===== config.mk =====
export PLATFORM = sky130hd
export DESIGN_NAME = lsu_initiator_flat
export DESIGN_NICKNAME = d
export VERILOG_FILES = /design/src/rtl/lsu_pkg.sv /design/src/rtl/lsu_initiator_if.sv /design/src/rtl/lsu_load_align.sv /design/src/rtl/lsu_initiator.sv /design/src/flat_wrapper.sv
export SDC_FILE = /design/constraint.sdc
export NUM_CORES = 1
export LEC_CHECK = 0
export CAP_MARGIN = 10
export CELL_PAD_IN_SITES_DETAIL_PLACEMENT = 1
export CELL_PAD_IN_SITES_GLOBAL_PLACEMENT = 2
export CORE_AREA = 2 2 206 208
export CTS_BUF_LIST = sky130_fd_sc_hd__clkbuf_8
export DETAILED_ROUTE_END_ITERATION = 8
export DIE_AREA = 0 0 208 210
export GPL_ROUTABILITY_DRIVEN = 0
export PLACE_DENSITY_LB_ADDON = 0.1
export SLEW_MARGIN = 0
export SYNTH_ARGS = -nofsm -noshare
export SYNTH_HDL_FRONTEND = slang
export SYNTH_SLANG_ARGS = --single-unit

===== constraint.sdc =====
create_clock -name clk -period 3.75 [get_ports clk]
set_input_delay 0.75 -clock clk [delete_from_list [all_inputs] [get_ports clk]]
set_output_delay 0.75 -clock clk [all_outputs]
set_load 0.02 [all_outputs]

===== src/rtl/lsu_pkg.sv =====
// Shared types and helpers for the RV64 load/store initiator: size encodings,
// FSM state enum, alignment check, byte-strobe and store-lane generation.
package lsu_pkg;

  localparam logic [1:0] SZ_B = 2'b00;
  localparam logic [1:0] SZ_H = 2'b01;
  localparam logic [1:0] SZ_W = 2'b10;
  localparam logic [1:0] SZ_D = 2'b11;

  typedef enum logic [1:0] {
    ST_IDLE  = 2'd0,
    ST_ISSUE = 2'd1,
    ST_WAIT  = 2'd2,
    ST_RESP  = 2'd3
  } lsu_state_e;

  // Natural alignment: the low address bits covered by the access size must be zero.
  function automatic logic is_aligned(input logic [1:0] size, input logic [2:0] off);
    logic ok;
    case (size)
      SZ_B:    ok = 1'b1;
      SZ_H:    ok = (off[0] == 1'b0);
      SZ_W:    ok = (off[1:0] == 2'b00);
      default: ok = (off == 3'b000);
    endcase
    return ok;
  endfunction

  function automatic logic [7:0] byte_strobe(input logic [1:0] size, input logic [2:0] off);
    logic [7:0] be;
    case (size)
      SZ_B:    be = 8'h01 << off;
      SZ_H:    be = 8'h03 << off;
      SZ_W:    be = 8'h0F << off;
      default: be = 8'hFF;
    endcase
    return be;
  endfunction

  // Replicate the right-aligned store data across the dword, then move it to its lane.
  function automatic logic [63:0] store_lanes(input logic [1:0] size, input logic [2:0] off,
                                              input logic [63:0] wdata);
    logic [63:0] rep;
    case (size)
      SZ_B:    rep = {8{wdata[7:0]}};
      SZ_H:    rep = {4{wdata[15:0]}};
      SZ_W:    rep = {2{wdata[31:0]}};
      default: rep = wdata;
    endcase
    return rep << {off, 3'b000};
  endfunction

endpackage


===== src/rtl/lsu_initiator_if.sv =====
// Pipeline request/response and data-memory port signals of the load/store initiator.
// Handshakes: req_valid/req_ready, rsp_valid/rsp_ready and mem_req/mem_gnt each transfer
// on a cycle where both are high; the initiator side holds its payload stable while
// waiting. mem_rvalid is a one-cycle completion pulse with no back-pressure.
interface lsu_initiator_if #(
    parameter int DATA_WIDTH = 64
);
    logic                      req_valid;
    logic                      req_ready;
    logic                      req_we;
    logic [2:0]                req_type;
    logic [DATA_WIDTH-1:0]     req_addr;
    logic [DATA_WIDTH-1:0]     req_wdata;

    logic                      rsp_valid;
    logic                      rsp_ready;
    logic [DATA_WIDTH-1:0]     rsp_data;
    logic                      rsp_err;

    logic                      mem_req;
    logic                      mem_gnt;
    logic                      mem_we;
    logic [DATA_WIDTH-1:0]     mem_addr;
    logic [DATA_WIDTH/8-1:0]   mem_be;
    logic [DATA_WIDTH-1:0]     mem_wdata;
    logic                      mem_rvalid;
    logic [DATA_WIDTH-1:0]     mem_rdata;

    // master: the LSU itself
    modport master (
        input  req_valid, req_we, req_type, req_addr, req_wdata,
        input  rsp_ready,
        input  mem_gnt, mem_rvalid, mem_rdata,
        output req_ready,
        output rsp_valid, rsp_data, rsp_err,
        output mem_req, mem_we, mem_addr, mem_be, mem_wdata
    );

    // slave: pipeline plus memory environment around the LSU
    modport slave (
        output req_valid, req_we, req_type, req_addr, req_wdata,
        output rsp_ready,
        output mem_gnt, mem_rvalid, mem_rdata,
        input  req_ready,
        input  rsp_valid, rsp_data, rsp_err,
        input  mem_req, mem_we, mem_addr, mem_be, mem_wdata
    );
endinterface


===== src/rtl/lsu_load_align.sv =====
// Combinational load lane extraction: shifts the raw dword down to the addressed
// byte and sign- or zero-extends it according to funct3.
module lsu_load_align
    import lsu_pkg::*;
(
    input  logic [63:0] rdata,
    input  logic [2:0]  offset,
    input  logic [2:0]  ltype,
    output logic [63:0] value
);
    logic [63:0] shifted;
    logic        sext;

    always_comb begin
        shifted = rdata >> {offset, 3'b000};
        sext    = ~ltype[2];
        case (ltype[1:0])
            SZ_B:    value = {{56{sext & shifted[7]}},  shifted[7:0]};
            SZ_H:    value = {{48{sext & shifted[15]}}, shifted[15:0]};
            SZ_W:    value = {{32{sext & shifted[31]}}, shifted[31:0]};
            default: value = shifted;
        endcase
    end
endmodule


===== src/rtl/lsu_initiator.sv =====
// RV64 load/store initiator: one outstanding aligned dword transaction per request.
// Optional LSU_TIMEOUT_EN aborts an access after TIMEOUT_CYCLES in ISSUE/WAIT.
module lsu_initiator
    import lsu_pkg::*;
#(
    parameter int DATA_WIDTH     = 64,
    parameter int TIMEOUT_CYCLES = 16
) (
    input  logic               clk,
    input  logic               rst_n,
    lsu_initiator_if.master    bus,
    output lsu_state_e         dbg_state
);
    lsu_state_e state, state_nxt;

    logic                  we_q;
    logic [2:0]            type_q;
    logic [DATA_WIDTH-1:0] addr_q;
    logic [7:0]            be_q;
    logic [DATA_WIDTH-1:0] wdata_q;
    logic [DATA_WIDTH-1:0] rsp_data_q;
    logic                  rsp_err_q;

    logic                  accept;
    logic                  misaligned;
    logic                  complete;
    logic                  timeout_hit;
    logic [DATA_WIDTH-1:0] load_val;

    assign accept     = (state == ST_IDLE) && bus.req_valid;
    assign misaligned = !is_aligned(bus.req_type[1:0], bus.req_addr[2:0]);
    // A completion counts only with a grant in ISSUE or anywhere in WAIT; other rvalids are spurious.
    assign complete   = ((state == ST_ISSUE) && bus.mem_gnt && bus.mem_rvalid) ||
                        ((state == ST_WAIT) && bus.mem_rvalid);

`ifdef LSU_TIMEOUT_EN
    localparam int TW = $clog2(TIMEOUT_CYCLES) + 1;
    logic [TW-1:0] tmo_cnt;

    always_ff @(posedge clk or negedge rst_n) begin
        if (!rst_n) begin
            tmo_cnt <= '0;
        end else if (accept) begin
            tmo_cnt <= '0;
        end else if ((state == ST_ISSUE) || (state == ST_WAIT)) begin
            tmo_cnt <= tmo_cnt + 1'b1;
        end
    end

    assign timeout_hit = ((state == ST_ISSUE) || (state == ST_WAIT)) &&
                         (tmo_cnt == TW'(TIMEOUT_CYCLES - 1)) && !complete;
`else
    assign timeout_hit = 1'b0;
`endif

    lsu_load_align u_align (
        .rdata  (bus.mem_rdata),
        .offset (addr_q[2:0]),
        .ltype  (type_q),
        .value  (load_val)
    );

    always_ff @(posedge clk or negedge rst_n) begin
        if (!rst_n) state <= ST_IDLE;
        else        state <= state_nxt;
    end

    always_comb begin
        state_nxt = state;
        case (state)
            ST_IDLE: begin
                if (bus.req_valid) state_nxt = misaligned ? ST_RESP : ST_ISSUE;
            end
            ST_ISSUE: begin
                if (complete || timeout_hit) state_nxt = ST_RESP;
                else if (bus.mem_gnt)        state_nxt = ST_WAIT;
            end
            ST_WAIT: begin
                if (complete || timeout_hit) state_nxt = ST_RESP;
            end
            default: begin
                if (bus.rsp_ready) state_nxt = ST_IDLE;
            end
        endcase
    end

    // Request capture; strobes and lane data are computed once here so the memory port stays stable.
    always_ff @(posedge clk or negedge rst_n) begin
        if (!rst_n) begin
            we_q    <= 1'b0;
            type_q  <= 3'b000;
            addr_q  <= '0;
            be_q    <= 8'h00;
            wdata_q <= '0;
        end else if (accept) begin
            we_q    <= bus.req_we;
            type_q  <= bus.req_type;
            addr_q  <= bus.req_addr;
            be_q    <= byte_strobe(bus.req_type[1:0], bus.req_addr[2:0]);
            wdata_q <= store_lanes(bus.req_type[1:0], bus.req_addr[2:0], bus.req_wdata);
        end
    end

    always_ff @(posedge clk or negedge rst_n) begin
        if (!rst_n) begin
            rsp_data_q <= '0;
            rsp_err_q  <= 1'b0;
        end else if (accept && misaligned) begin
            rsp_data_q <= '0;
            rsp_err_q  <= 1'b1;
        end else if (complete) begin
            rsp_data_q <= we_q ? '0 : load_val;
            rsp_err_q  <= 1'b0;
        end else if (timeout_hit) begin
            rsp_data_q <= '0;
            rsp_err_q  <= 1'b1;
        end
    end

    assign bus.req_ready = (state == ST_IDLE);
    assign bus.rsp_valid = (state == ST_RESP);
    assign bus.rsp_data  = rsp_data_q;
    assign bus.rsp_err   = rsp_err_q;
    assign bus.mem_req   = (state == ST_ISSUE);
    assign bus.mem_we    = (state == ST_ISSUE) && we_q;
    assign bus.mem_addr  = {addr_q[DATA_WIDTH-1:3], 3'b000};
    assign bus.mem_be    = be_q;
    assign bus.mem_wdata = wdata_q;
    assign dbg_state     = state;

endmodule

===== src/flat_wrapper.sv =====
// flat-port wrapper written by rule: the top's interface ports become plain ports
module lsu_initiator_flat import lsu_pkg::*;
#(
    parameter int DATA_WIDTH     = 64,
    parameter int TIMEOUT_CYCLES = 16
)
  (clk, rst_n, dbg_state, bus_req_valid, bus_req_we, bus_req_type, bus_req_addr, bus_req_wdata, bus_rsp_ready, bus_mem_gnt, bus_mem_rvalid, bus_mem_rdata, bus_req_ready, bus_rsp_valid, bus_rsp_data, bus_rsp_err, bus_mem_req, bus_mem_we, bus_mem_addr, bus_mem_be, bus_mem_wdata);
  lsu_initiator_if #(.DATA_WIDTH(DATA_WIDTH)) bus_i ();
  input  logic clk;
  input  logic rst_n;
  output lsu_state_e dbg_state;
  input wire logic [$bits(bus_i.req_valid)-1:0] bus_req_valid;
  input wire logic [$bits(bus_i.req_we)-1:0] bus_req_we;
  input wire logic [$bits(bus_i.req_type)-1:0] bus_req_type;
  input wire logic [$bits(bus_i.req_addr)-1:0] bus_req_addr;
  input wire logic [$bits(bus_i.req_wdata)-1:0] bus_req_wdata;
  input wire logic [$bits(bus_i.rsp_ready)-1:0] bus_rsp_ready;
  input wire logic [$bits(bus_i.mem_gnt)-1:0] bus_mem_gnt;
  input wire logic [$bits(bus_i.mem_rvalid)-1:0] bus_mem_rvalid;
  input wire logic [$bits(bus_i.mem_rdata)-1:0] bus_mem_rdata;
  output wire logic [$bits(bus_i.req_ready)-1:0] bus_req_ready;
  output wire logic [$bits(bus_i.rsp_valid)-1:0] bus_rsp_valid;
  output wire logic [$bits(bus_i.rsp_data)-1:0] bus_rsp_data;
  output wire logic [$bits(bus_i.rsp_err)-1:0] bus_rsp_err;
  output wire logic [$bits(bus_i.mem_req)-1:0] bus_mem_req;
  output wire logic [$bits(bus_i.mem_we)-1:0] bus_mem_we;
  output wire logic [$bits(bus_i.mem_addr)-1:0] bus_mem_addr;
  output wire logic [$bits(bus_i.mem_be)-1:0] bus_mem_be;
  output wire logic [$bits(bus_i.mem_wdata)-1:0] bus_mem_wdata;
  assign bus_i.req_valid = bus_req_valid;
  assign bus_i.req_we = bus_req_we;
  assign bus_i.req_type = bus_req_type;
  assign bus_i.req_addr = bus_req_addr;
  assign bus_i.req_wdata = bus_req_wdata;
  assign bus_i.rsp_ready = bus_rsp_ready;
  assign bus_i.mem_gnt = bus_mem_gnt;
  assign bus_i.mem_rvalid = bus_mem_rvalid;
  assign bus_i.mem_rdata = bus_mem_rdata;
  assign bus_req_ready = bus_i.req_ready;
  assign bus_rsp_valid = bus_i.rsp_valid;
  assign bus_rsp_data = bus_i.rsp_data;
  assign bus_rsp_err = bus_i.rsp_err;
  assign bus_mem_req = bus_i.mem_req;
  assign bus_mem_we = bus_i.mem_we;
  assign bus_mem_addr = bus_i.mem_addr;
  assign bus_mem_be = bus_i.mem_be;
  assign bus_mem_wdata = bus_i.mem_wdata;
  lsu_initiator #(.DATA_WIDTH(DATA_WIDTH), .TIMEOUT_CYCLES(TIMEOUT_CYCLES)) u_core (.clk(clk), .rst_n(rst_n), .bus(bus_i), .dbg_state(dbg_state));
endmodule

* Word level (Yosys, flattened, before mapping) *
Cells that the tools add are included.

word-level totals
  flip-flop bits (word level) = 207
  latch bits = 0
  bits in writable memories = 0
  ROM bits = 0
  input bits = 202
  output and inout bits = 207
  logic and storage cells = 61
  memories kept = 0

cells by class
  $add $sub $neg = 0
  multipliers = 0
  divide/modulo/power cells = 0
  $lt $le $gt $ge = 0
  equality and inequality tests = 10
  shift operators = 5
  muxes and demuxes = 17
  bitwise gates (word level) = 5
  reduce and logical (&&, ||, !) cells = 16

operator list
  cell                                                 number
  case mux 64 bit (3 select lines)                     2
  two-way mux 64 bit                                   4
  left shift 64 x 6 -> 64 bit                          1
  >> shifter 64 x 6 -> 64 bit                          1
  case mux 8 bit (3 select lines)                      1
  two-way mux 2 bit                                    6
  equality test 2 bit, second input constant           4
  zero test 2 bit                                      4
  left shift 1 x 3 -> 8 bit, first input constant      1
  left shift 2 x 3 -> 8 bit, first input constant      1
  left shift 4 x 3 -> 8 bit, first input constant      1
  equality test 2 x 1 -> 1 bit, second input constant  3
  logical AND 1 bit                                    6
  case mux 2 bit (3 select lines)                      1
  AND reduction 4 bit                                  1
  nonzero test 4 bit                                   1
  bitwise AND 1 bit                                    3
  zero test 3 bit                                      1
  != test 3 x 2 -> 1 bit, second input constant        1
  case mux 1 bit (3 select lines)                      1
  two-way mux 1 bit                                    2
  != test 2 x 1 -> 1 bit, second input constant        1
  != test 2 bit, second input constant                 1
  NOT 1 bit                                            2
  3 further kinds                                      3

* Depth between registers and ports, before layout *
  depth in word-level cells = 6
  gate-level depth with buffers = 10

* By module *
A second synthesis with hierarchy kept.

unflattened totals
  cells, all modules = 1517
  area total of the unflattened synthesis = 13401.6 µm²

by module, submodules not included
  module          instances  cells each  area an instance (µm²)  sequential area each (µm²)
  lsu_initiator   1          1253        11101.9                 5180.0
  lsu_load_align  1          264         2299.7                  0.0

* Worst setup path before layout *
No wires, ideal clock.

  path type = input port to flip-flop
  start = input bus_req_type[1]
  end = register u_core.rsp_data_q[32] (netlist: u_core.bus.rsp_data[32])
  arrival time = 2548 ps
  path slack = 1136 ps
  cell stages on the path = 10
  cells stage by stage = inv_1 ha_1 buf_2 inv_1 o311a_1 a311o_1 buf_6 a41oi_4 buf_6 a22o_1

on the way
  cells in the longest elaborated chain, start to end = 5

RTL lines
  item                                                      RTL line              source
  from (decl)                                               flat_wrapper.sv:14    input wire logic [$bits(bus_i.req_type)-1:0] bus_req_type;
  equality test 2 bit, or another cell as far along         lsu_pkg.sv:20         case (size)
  case mux 1 bit (3 select lines) (*)                       lsu_pkg.sv:20
  zero test 1 bit (*)                                       lsu_initiator.sv:31   assign misaligned = !is_aligned(bus.req_type[1:0], bus.req_addr[2:0]);
  logical AND 1 bit (*)                                     lsu_initiator.sv:108  end else if (accept && misaligned) begin
  two-way mux 64 bit or nonzero test 2 bit (tied branches)  --
  to (signal assigned)                                      lsu_initiator.sv:112  rsp_data_q <= we_q ? '0 : load_val;
  to (decl)                                                 lsu_initiator.sv:21   logic [DATA_WIDTH-1:0] rsp_data_q;

Every way passes the cells marked *; elsewhere a longest branch is shown, timed or not.
A chain may end at the register's enable or synchronous reset.

* Worst setup path in the final report *
  start = register u_core.state[0] (netlist: u_core.dbg_state[0])
  end = output bus_req_ready

on the way
  cells in the longest elaborated chain, start to end = 1

RTL lines
  item                    RTL line              source
  from (decl)             lsu_initiator.sv:14   lsu_state_e state, state_nxt;
  from (signal assigned)  lsu_initiator.sv:65   else state <= state_nxt;
  zero test 2 bit         lsu_initiator.sv:120  assign bus.req_ready = (state == ST_IDLE);
  to (decl)               flat_wrapper.sv:21    output wire logic [$bits(bus_i.req_ready)-1:0] bus_req_ready;

No other way between the ends.

==> results_dict.tcl <==
set metrics [dict create \
    insertion_delay_ns 0.58 \
    grt_max_degree 84 \
    criticalPathCategory "flop to output port" \
    row_count 75 \
    fmax_mhz 332 \
    p_sw_mw 5.99 \
    setup-tns-final_ns 0 \
    clock_path_buffers 3 \
    cts_resized 0 \
    setup_viol 0 \
    synth_edf_count 0 \
    timing.final.crit_share_pct 80.3 \
    io_buffers 405 \
    rsz0062_at_grt "false" \
    hp-class "primary input to async pin" \
    ant_nets 0 \
    grt.total_usage_pct 23.6 \
    outcome "finished clean" \
    cp.required_ns 3.00 \
    combPwrFrac_pct 53.2 \
    endpoint_kind "output port" \
    grt_pass1_vias 12300 \
    final_nets 1883 \
    htreeDepth 2 \
    hold_violations 0 \
    antenna_cells 0 \
    syn_avg_cell_area_sq_um 8.99 \
    cp_max_fo 9 \
    setup.worst_path.start_class "flop" \
    design.die.area_sq_mm 0.0437 \
    first_pass_iters 5 \
    period_minus_slack_ns 3.01 \
    drive_above_1_share_pct 8.98 \
    ys_seq_elements 207 \
    routed_wl_microns 52300 \
    io_pins 409 \
    critPathArrivalTime_ns 2.26 \
    fin_util_pct 41.9 \
    grt_pass1_wl_microns 79100 \
    core_area_sq_mm 0.0415 \
    skew_ns 0.0174 \
    die_width_microns 208 \
    synthFlopType "dfrtp_1" \
    finalMaxSlewViolations 0 \
    post_cts.repair.setup_buffers 0 \
    num_vias 11900 \
    synthCells 1374 \
    slew_headroom_pct 50.4 \
    drc 0 \
    synth_warnings 0 \
    synthArstFlopShare_pct 100 \
    routedWlPerCell_microns 23.3 \
    leakage_nw 7.64 \
    pwr-share-seq_pct 28.0 \
    root_buffer "clkbuf_8" \
    dpl.cell_count 2167 \
    clock-sinks 207 \
    netlist_area_sq_mm 0.0124 \
    ys_types 58 \
    final_cells 2242 \
    grt_antenna_before_repair 3 \
    area_delta_synth_final_pct 40.8 \
    dp.final_hpwl_microns 38900 \
    worst_pin_slew_ns 0.743 \
    p_int_mw 8.17 \
    numCtsBuffers 42 \
    seq_area_frac_synth_pct 41.9 \
    power.density_mw_per_mm2 814 \
    clock_power_share_pct 18.8 \
    clk_transition_reported_paths_ns 0.06 \
    ir_drop_mv 0.325 \
    routed_via_density 5.29 \
    cts_tree "yes" \
    grt.overflow.total 0 \
    drt_iter0_drc 628 \
    hold_buffers 0 \
    initial_core_util_pct 29.8 \
    maxCapViolations 0 \
    power_mw 14.2 \
    die_h_microns 210 \
    switching_share_pct 42.3 \
]
==> through the flow <==
stage	worst slack, ns	hold WS (ns)	instance area, sq um
2_1_floorplan	1.14	0.447	12400
3_3_place_gp	0.470	0.455	16500
3_5_place_dp	0.380	0.458	16500
4_1_cts	0.689	0.177	17400
5_1_grt	0.629	0.189	17400
6_report	0.740	0.172	17400
==> cells in the final DEF (no fill, tap or decap), types with 38 or more instances in the layout <==
cell,Yosys,routed
clkdlybuf4s50_1,0,403
nand2_1,297,296
dfrtp_1,207,205
o21ai_0,129,129
mux2i_1,56,56
clkbuf_8,0,55
a21oi_1,53,53
a22o_1,49,49
nor2_1,40,39
a221o_1,38,38
==> metal layers <==
metal / share of wire, % / global-route usage, %
met5: 0.048 / 0
met3: 5.2 / 4.71
met2: 51 / 41.0
met4: 2.3 / 6.19
met1: 42 / 29.9
==> Yosys cell counts (18+ instances only) <==
cell type / instances / share of area, %
nor2_1: 40 / 1.2
buf_2: 19 / 0.77
nand2b_1: 18 / 0.91
clkbuf_1: 87 / 2.6
inv_1: 24 / 0.73
o22ai_1: 26 / 1.3
dfrtp_1: 207 / 42
a221oi_1: 26 / 1.8
a22o_1: 49 / 3.5
a221o_1: 38 / 3.1
buf_4: 67 / 4.1
mux2_2: 28 / 2.6
mux2i_1: 56 / 4.5
a21oi_1: 53 / 2.1
o21ai_0: 129 / 5.2
nand2_1: 297 / 9.0
==> kinds of logic after synthesis <==
| group | count (synthesis) | share of synthesized area (%) |
|---|---|---|
| other cells | 1 | 0.0304 |
| compound gates | 439 | 25.3 |
| simple gates | 412 | 14.3 |
| fa+ha+maj | 9 | 0.912 |
| flops | 207 | 41.9 |
| mux | 92 | 8.55 |
| buf+inv | 214 | 8.98 |
==> area by class of cell <==
type                            count  area, sq um
Clock inverter                     20          188
Tap cell                          539          674
Clock buffer                       55          757
Inverter                           25         93.8
Multi-Input combinational cell    955         6090
Sequential cell                   207         5180
Fill cell                        4765        24100
Timing Repair Buffer              441         4410
==> power groups by stage <==
stage / logic [mW] / clock network [mW] / registers [mW]
after floorplan: 3.89 / 0 / 4.52
after global placement: 7.53 / 0 / 3.99
final: 7.53 / 2.66 / 3.97
after detailed placement: 7.60 / 0 / 4.01
after CTS: 7.63 / 2.76 / 3.99
after global routing: 8.09 / 2.86 / 4.10
==> worst paths after layout <==
kind                                                end                  from  depth (start not counted)  slack (ns)
min in group clk                   u_core.bus.mem_be[0]  u_core.bus.mem_be[0]                          2        0.47
worst min register to register     u_core.bus.mem_be[0]  u_core.bus.mem_be[0]                          2        0.47
worst max register to register  u_core.bus.rsp_data[29]      u_core.addr_q[0]                          5        0.88
worst max-delay path                      bus_req_ready   u_core.dbg_state[0]                          3        0.74
max in group asynchronous             u_core.addr_q[47]                 rst_n                          2        2.70
worst min-delay path            u_core.bus.rsp_data[60]                 rst_n                          1        0.17
==> worst max-delay path: stages, from the launching register on <==
cell             delay [ns]
dfrtp_1                0.42
inv_1                  0.11
ha_1                   0.45
clkdlybuf4s50_1        0.69
==> sequential cells by signal, summed over array words and instances, names as in the netlist <==
signal,cells
u_core.addr_q,64
u_core.bus.mem_be,8
u_core.bus.mem_wdata,64
u_core.bus.rsp_data,64
u_core.bus.rsp_err,1
u_core.dbg_state,2
u_core.type_q,3
u_core.we_q,1
(Power assumes the default switching activity.)
